==> src/rtl/mem_stage_access.sv <==
// Memory-stage access controller: EX/MEM operands to a req/ready data-memory bus.
// Optional bus watchdog compiled in with `define MEM_TIMEOUT_EN.
module mem_stage_access #(
  parameter logic [1:0]  LOAD_SRC       = 2'b01,
  parameter int unsigned TIMEOUT_CYCLES = 255
) (
  input  logic        clk,
  input  logic        rst,
  input  logic        memWriteM,
  input  logic [1:0]  resultSrcM,
  input  logic [2:0]  funct3M,
  input  logic [31:0] ALUResultM,
  input  logic [31:0] writeDataM,
  output logic        dmem_req,
  output logic        dmem_we,
  output logic [31:0] dmem_addr,
  output logic [3:0]  dmem_be,
  output logic [31:0] dmem_wdata,
  input  logic        dmem_ready,
  input  logic [31:0] dmem_rdata,
  output logic        stallM,
  output logic [31:0] readDataM,
  output logic        readValidM,
  output logic        excM,
  output logic        busErrM
);

  typedef enum logic [1:0] {
    S_IDLE,
    S_ACCESS,
    S_DONE
  } state_t;

  state_t r_state;
  state_t w_state_next;

  logic        r_req;
  logic        r_we;
  logic [31:0] r_addr;
  logic [3:0]  r_be;
  logic [31:0] r_wdata;
  logic [2:0]  r_funct3;
  logic [1:0]  r_offset;
  logic [31:0] r_read_data;
  logic        r_read_valid;
  logic        r_bus_err;

  logic        w_is_store;
  logic        w_is_load;
  logic        w_valid;
  logic        w_size_ok;
  logic        w_misaligned;
  logic        w_legal;
  logic        w_accept;
  logic        w_in_access;
  logic        w_timeout;
  logic [3:0]  w_st_be;
  logic [31:0] w_st_wdata;
  logic [7:0]  w_ld_byte;
  logic [15:0] w_ld_half;
  logic [31:0] w_ld_data;

  // Store has priority when both store and load are flagged.
  assign w_is_store = memWriteM;
  assign w_is_load  = !memWriteM && (resultSrcM == LOAD_SRC);
  assign w_valid    = w_is_store || w_is_load;

  always_comb begin
    w_size_ok = 1'b0;
    case (funct3M)
      3'b000, 3'b001, 3'b010: w_size_ok = 1'b1;
      3'b100, 3'b101:         w_size_ok = w_is_load;
      default:                w_size_ok = 1'b0;
    endcase
  end

  assign w_misaligned = ((funct3M[1:0] == 2'b01) && ALUResultM[0]) ||
                        ((funct3M == 3'b010) && (ALUResultM[1:0] != 2'b00));
  assign w_legal      = w_size_ok && !w_misaligned;
  assign w_in_access  = (r_state == S_ACCESS);

  // Reset gates the combinational outputs so nothing is accepted during reset.
  assign w_accept = rst && (r_state == S_IDLE) && w_valid && w_legal;
  assign excM     = rst && (r_state == S_IDLE) && w_valid && !w_legal;
  assign stallM   = rst && (w_accept || w_in_access);

  always_comb begin
    w_st_be    = 4'b1111;
    w_st_wdata = writeDataM;
    case (funct3M[1:0])
      2'b00: begin
        w_st_be    = 4'b0001 << ALUResultM[1:0];
        w_st_wdata = {4{writeDataM[7:0]}};
      end
      2'b01: begin
        w_st_be    = ALUResultM[1] ? 4'b1100 : 4'b0011;
        w_st_wdata = {2{writeDataM[15:0]}};
      end
      default: begin
        w_st_be    = 4'b1111;
        w_st_wdata = writeDataM;
      end
    endcase
  end

  always_comb begin
    w_ld_byte = dmem_rdata[7:0];
    case (r_offset)
      2'd0: w_ld_byte = dmem_rdata[7:0];
      2'd1: w_ld_byte = dmem_rdata[15:8];
      2'd2: w_ld_byte = dmem_rdata[23:16];
      2'd3: w_ld_byte = dmem_rdata[31:24];
      default: w_ld_byte = dmem_rdata[7:0];
    endcase
    w_ld_half = r_offset[1] ? dmem_rdata[31:16] : dmem_rdata[15:0];
    case (r_funct3)
      3'b000:  w_ld_data = {{24{w_ld_byte[7]}}, w_ld_byte};
      3'b001:  w_ld_data = {{16{w_ld_half[15]}}, w_ld_half};
      3'b100:  w_ld_data = {24'h000000, w_ld_byte};
      3'b101:  w_ld_data = {16'h0000, w_ld_half};
      default: w_ld_data = dmem_rdata;
    endcase
  end

`ifdef MEM_TIMEOUT_EN
  localparam logic [9:0] TMO_LIMIT = TIMEOUT_CYCLES[9:0];

  logic [9:0] r_tmo_cnt;

  // Counts ACCESS cycles without ready; fires on the cycle that would reach the limit.
  assign w_timeout = w_in_access && !dmem_ready && ((r_tmo_cnt + 10'd1) == TMO_LIMIT);

  always_ff @(posedge clk) begin
    if (!rst) begin
      r_tmo_cnt <= 10'd0;
    end else if (w_accept) begin
      r_tmo_cnt <= 10'd0;
    end else if (w_in_access && !dmem_ready) begin
      r_tmo_cnt <= r_tmo_cnt + 10'd1;
    end
  end
`else
  logic [9:0] w_unused_tmo;

  assign w_unused_tmo = TIMEOUT_CYCLES[9:0];
  assign w_timeout    = 1'b0;
`endif

  always_ff @(posedge clk) begin
    if (!rst) begin
      r_state <= S_IDLE;
    end else begin
      r_state <= w_state_next;
    end
  end

  always_comb begin
    w_state_next = r_state;
    case (r_state)
      S_IDLE:   if (w_accept) w_state_next = S_ACCESS;
      S_ACCESS: if (dmem_ready || w_timeout) w_state_next = S_DONE;
      S_DONE:   w_state_next = S_IDLE;
      default:  w_state_next = S_IDLE;
    endcase
  end

  always_ff @(posedge clk) begin
    if (!rst) begin
      r_req        <= 1'b0;
      r_we         <= 1'b0;
      r_addr       <= 32'h0;
      r_be         <= 4'h0;
      r_wdata      <= 32'h0;
      r_funct3     <= 3'b000;
      r_offset     <= 2'b00;
      r_read_data  <= 32'h0;
      r_read_valid <= 1'b0;
      r_bus_err    <= 1'b0;
    end else begin
      r_read_valid <= 1'b0;
      r_bus_err    <= 1'b0;
      if (w_accept) begin
        r_req    <= 1'b1;
        r_we     <= w_is_store;
        r_addr   <= {ALUResultM[31:2], 2'b00};
        r_be     <= w_is_store ? w_st_be : 4'b1111;
        r_wdata  <= w_is_store ? w_st_wdata : 32'h0;
        r_funct3 <= funct3M;
        r_offset <= ALUResultM[1:0];
      end else if (w_in_access) begin
        if (dmem_ready) begin
          r_req <= 1'b0;
          r_we  <= 1'b0;
          if (!r_we) begin
            r_read_data  <= w_ld_data;
            r_read_valid <= 1'b1;
          end
        end else if (w_timeout) begin
          // Abandon the access; readDataM keeps its last loaded value.
          r_req     <= 1'b0;
          r_we      <= 1'b0;
          r_bus_err <= 1'b1;
        end
      end
    end
  end

  assign dmem_req   = r_req;
  assign dmem_we    = r_we;
  assign dmem_addr  = r_addr;
  assign dmem_be    = r_be;
  assign dmem_wdata = r_wdata;
  assign readDataM  = r_read_data;
  assign readValidM = r_read_valid;
  assign busErrM    = r_bus_err;

endmodule

==> config.mk <==
export PLATFORM = sky130hd
export DESIGN_NAME = mem_stage_access
export DESIGN_NICKNAME = d
export VERILOG_FILES = /design/src/rtl/mem_stage_access.sv
export SDC_FILE = /design/constraint.sdc
export NUM_CORES = 1
export LEC_CHECK = 0
export ABC_AREA = 1
export BUFFER_PORTS_ARGS = -buffer_cell sky130_fd_sc_hd__buf_2
export CAP_MARGIN = 10
export CORE_MARGIN = 5
export CORE_UTILIZATION = 45
export DETAILED_ROUTE_END_ITERATION = 10
export GPL_ROUTABILITY_DRIVEN = 1
export PLACE_DENSITY = 0.84
export SLEW_MARGIN = 20
export SYNTH_ARGS = -nofsm -noshare
export SYNTH_HDL_FRONTEND = slang
export SYNTH_SLANG_ARGS = --single-unit
export TNS_END_PERCENT = 5
==> constraint.sdc <==
create_clock -name clk -period 2.2 [get_ports clk]
set_input_delay 0.11 -clock clk [delete_from_list [all_inputs] [get_ports clk]]
set_output_delay 0.11 -clock clk [all_outputs]
set_load 0.01 [all_outputs]
**Word-level counts from Yosys, hierarchy flattened**

Cells that the tools add are included.
Widths: inputs -> output; s select.

- Equality and inequality tests: 15
- Shift-type cells: 1
- Muxes and demuxes: 17
- Bitwise gates (word level): 5
- Reduce and logical (&&, ||, !) cells: 29

Operator list:

| cell | count |
|---|---|
| $pmux 32 s4 | 1 |
| $pmux 32 s2 | 1 |
| $mux 32 | 1 |
| $pmux 8 s4 | 1 |
| $mux 16 | 1 |
| $eq 3x3->1 const B | 4 |
| $logic_and 1x1->1 | 9 |
| $eq 2x1->1 const B | 4 |
| $mux 4 | 2 |
| $pmux 4 s2 | 1 |
| $eq 3x1->1 const B | 2 |
| $logic_not 2->1 | 3 |
| $logic_not 3->1 | 2 |
| $reduce_bool 2->1 | 3 |
| $mux 1 | 5 |
| $not 1->1 | 5 |
| $eq 2x2->1 const B | 2 |
| $mux 2 | 2 |
| $ne 2x2->1 const B | 2 |
| $pmux 2 s2 | 1 |
| $reduce_and 2->1 | 2 |
| $reduce_and 4->1 | 1 |
| $reduce_or 4->1 | 1 |
| $shl 1x2->4 const A | 1 |
| 6 further kinds | 10 |

- Flip-flop bits (word level): 108
- Input bits: 105
- Output and inout port bits: 106
- Word-level logic and storage cells: 77

**Longest topological paths before layout**

- Depth after elaboration: 8
- Gate-level depth with buffers: 10
- Depth with buffers taken out: 8

**Worst setup path after synthesis**

No wires, ideal clock.

- Kind: reg-to-output
- Start point: reg r_state[1]
- End point: out stallM
- Data arrival time: 1.284 ns
- Slack: 0.806 ns
- Cell stages (with the launch flop): 8
- Cell sequence: dfxtp_1 -> nor2_1 -> nand2_1 -> nor2_4 -> nand3_2 -> buf_6 -> buf_2 -> a21oi_1

- Cells in the longest elaborated chain, start to end: 6

Ends and longest elaborated chain:

| item | RTL line | RTL |
|---|---|---|
| start: declaration | 34 | `state_t r_state;` |
| start signal: assignment | 153 | `r_state <= w_state_next;` |
| $logic_not 2->1 | 83 | `assign w_accept = rst && (r_state == S_IDLE) && w_valid && w_legal;` |
| $logic_and 1x1->1 (3 in series) | 83 |  |
| $logic_or 1x1->1 * | 85 | `assign stallM = rst && (w_accept \|\| w_in_access);` |
| $logic_and 1x1->1 * | 85 |  |
| end: declaration | 21 | `output logic stallM,` |

Every way passes the cells marked *; elsewhere a longest branch is shown, timed or not.

**Worst setup path after layout**

- Start point: reg r_state[0]
- End point: out stallM

Same word-level chain as after synthesis.

==> results.txt <==
The all-layer global routing usage came out at 22.52%. The worst max-slew margin expressed relative to the limit is 53.27%. By area the synthesized netlist is led by dfxtp_1 (41%), nand2_1 (14%), nor2_1 (11%), nand3_1 (5.9%), a21oi_1 (5.4%).

The sum of routed wire length over all layers came out at 16230 um. Synthesis produced 823 cells. The post-synthesis sequential area ratio came out at 40.76%.

The fraction of layout instances using a drive strength above 1 is 25.20%. The number of placed I/O pins came out at 211. For the worst setup path, the data required time is 2.09 ns. The critical path data arrival time came out at 1.79 ns. The cell area power density is 663.2 nW/um2. Sorting the synthesized cells by how often they occur yields nand2_1 (201), nor2_1 (153), dfxtp_1 (108), inv_1 (68), nand3_1 (62). The number of cells traversed by the worst register-to-register path came out at 7. The floorplan step defined a core boundary enclosing 11470 um2.

The area fraction of the dominant cell type after synthesis came out at 40.76%. The area added between synthesis and finish is 28.59%. The worst register-to-register path ends at readDataM[16]$_SDFFE_PN0P_.

The starting DRC count in detailed routing is 624. The clock insertion delay at the later pin of the skew report came out at 0.35 ns. The type of element launching the critical path is a flop. The number of buffer and inverter instances along the worst setup path is 2. The floorplan die area is 14060 um2.

After detailed routing, the number of remaining DRC violations is 0. The flow ran to the end, and the final reports show no timing, DRC or antenna violations. The final global-route overflow total came out at 0. The via density per instance came out at 5.080.

The maximum clock frequency came out at 527.4 MHz. Before antenna repair, the detailed router went through 5 iterations. The critical path goes through nor2_1 > nand2_1 > nor2_4 > nand3_2 > buf_12 > a21oi_1 > buf_2. The time the worst path needs with I/O delays and setup is 1.896 ns. The synthesized design spends more area on one cell type than any other, namely dfxtp_1. The final worst clock skew is 0.008721 ns. Grouping stages by cell kind, the critical path spends the most delay in simple AND/OR/NAND/NOR gates. The die extent in y came out at 118.6 um. The number of nets still failing antenna checks after routing is 0. The via count of the first global-routing pass came out at 5560. The final weighted congestion in routability-driven placement came out at 0.9010. In this run the worst hold path is classified as primary input to flop.

The final count of pins violating max slew came out at 0. In this run the worst setup path begins at r_state[0]$_SDFFE_PN0P_. In the finished design, the share of the clock period the worst path needs comes to 86.18%. TritonCTS created 9 clock buffers. Counting buffers and inverters, the worst setup path is 7 cells deep. The total power consumption of the routed design is 4.523 mW. The highest-delay cell along the critical path is dfxtp_1. The post-synthesis sequential element count is 108. Among all flip-flop cells after synthesis, the most frequent one is dfxtp_1.

Setup repair after global routing left no endpoint under its margin. The synthesized netlist contains 25 unique library cells. The CTS tree is yes. The maximum clock path buffer count came out at 2. The critical path capture point type is an output port.

The total clock sinks is 108. After detailed routing, the average wire length per cell comes to 13.99 um. Counting flops with a built-in enable in the synthesized netlist gives 0. The static leakage came out at 3.480 nW. The net count of the finished layout came out at 1116. In this run the number of H-tree levels came out at 3. The final-report setup violation count is 0. The worst-case register-to-register setup slack came out at 0.51 ns. The number of resized instances in the post-cts repair step is 0. The maximum fanout along the worst path came out at 26. The post-layout instance count excluding filler cells is 1160. The layout has 1086 filler cells. The total of max-cap violations came out at 0. Clock-pin slew was measured on the worst setup and hold paths at 0.07 ns. The row count is 39.

The wire length of the first global-routing pass came out at 26820 um. The mean instance size in the synthesized netlist came out at 6.445 um2. The die is 118.6 um wide. The critical path is of the flop to output port type. In the synthesized netlist the async set-or-reset flop fraction comes to 0%.

The slew of the pin with the lowest slew margin is 0.6937 ns. The setup TNS came out at 0 ns. The clock root buffer master is clkbuf_16. The longest individual stage delay on the worst path came out at 0.32 ns. By instance count, the leading cell after synthesis is nand2_1. The number of placed instances, taps included, is 1134. The total via count in the routed design is 5893. The peak ir drop on the vdd network came out at 477.0 uV.

The most critical setup path has its endpoint at stallM. The count of buffers added on input and output ports is 207. In this run the critical register-to-register path is launched from r_offset[1]$_SDFFE_PN0P_. The half-perimeter wire length of the detailed placement result came out at 11750 um.

The number of antenna violations at the first check in global routing is 1. The effective utilization at floorplan is 46.25%. The largest net degree at the start of global routing is 53. The synthesized netlist occupies a cell area of 5304 um2. The count of endpoints failing hold in the final timing report came to 0. The number of warnings reported in the yosys synthesis log is 0.
## tightest hold or removal path, cell delays in order
cell	delay [ns]
buf_2	0.07
o21ai_1	0.06
nor2_1	0.07
## registers in the layout, indices dropped and copies added (netlist names), 2 cells and up
name and cells:
dmem_wdata 32, readDataM 32, dmem_addr 30, dmem_be 4
r_funct3 3, r_offset 2, r_state 2
## report_power, final
group | switching (mW) | total, mW | internal [mW]
sequential | 0.0351 | 2.05 | 2.01
combinational | 0.430 | 0.698 | 0.268
clock | 0.742 | 1.78 | 1.03
## cells by family (layout without fill, tap and decap cells)
family                 Yosys count  in the layout  share of synthesized area, %
and+or+nand+nor                468            468                         37.34
buffers and inverters          131            322                         10.87
AOI/OAI and AO/OA              115            115                         10.95
DFF                            108            108                         40.76
other                            1              4                       0.07070
## through the flow
stage | setup WS (ns) | util [%] | hold WS (ns) | instance area, um2
detailed placement | 0.5236 | 55.82 | 0.3530 | 6401
floorplan | 0.8064 | - | 0.2556 | 5311
global placement | 0.5750 | 55.82 | 0.3429 | 6401
CTS | 0.3045 | 59.45 | 0.0001831 | 6818
global route | 0.2263 | 59.48 | 0.01100 | 6820
finish | 0.3041 | 59.48 | 0.004461 | 6820
## layout make-up
| type | count | area (um2) | share of cell area, % |
|---|---|---|---|
| tap | 143 | 178.9 | 2.623 |
| multi-input combinational | 586 | 2580 | 37.83 |
| clock inverter | 5 | 83.83 | 1.229 |
| inverter | 72 | 271.5 | 3.981 |
| clock buffer | 11 | 242.7 | 3.559 |
| antenna | 1 | 2.502 | 0.03669 |
| sequential | 108 | 2162 | 31.70 |
| timing repair buffer | 234 | 1299 | 19.04 |
## how the worst min path moves through the flow
| stage | depth (start not counted) | slack, ns | end | start |
|---|---|---|---|---|
| 2_1_floorplan | 2 | 0.26 | dmem_addr[26]$_SDFFE_PN0P_ | ALUResultM[26] |
| 3_3_place_gp | 3 | 0.34 | dmem_addr[13]$_SDFFE_PN0P_ | ALUResultM[13] |
| 3_5_place_dp | 3 | 0.35 | dmem_addr[17]$_SDFFE_PN0P_ | ALUResultM[17] |
| 4_1_cts | 3 | 0.0002 | dmem_addr[6]$_SDFFE_PN0P_ | ALUResultM[6] |
| 5_1_grt | 3 | 0.01 | dmem_addr[16]$_SDFFE_PN0P_ | ALUResultM[16] |
| 6_report | 3 | 0.004 | dmem_addr[26]$_SDFFE_PN0P_ | ALUResultM[26] |
## per-layer routing
| layer | vias to the layer above | wire [um] | global-route usage (%) | part of all wire, % |
|---|---|---|---|---|
| met3 | 26 | 1382 | 4.680 | 8.5 |
| li1 | 2989 | - | - | - |
| met4 | 0 | 365 | 8.292 | 2.2 |
| met1 | 2590 | 6662 | 29.08 | 41 |
| met2 | 288 | 7815 | 37.13 | 48 |
| met5 | - | 0 | 0 | 0 |
## cells in the final DEF, fill, tap and decap left out, drive strengths merged
cell           n
a21oi         57
buf          225
bufinv         2
clkbuf        11
clkinv         2
clkinvlp       2
conb           3
dfxtp        108
diode          1
dlygate4sd3    9
inv           71
nand2        203
nand3         63
nand3b         7
nand4         33
nor2         157
nor3           1
o211ai         2
o21ai         56
or2            4
## repair_timing
action	4_1_cts	5_1_grt
hold buffers	9	0
hold endpoints to repair	9	0
setup buffers	0	0
Note: power is estimated with default switching activity, not from simulation.
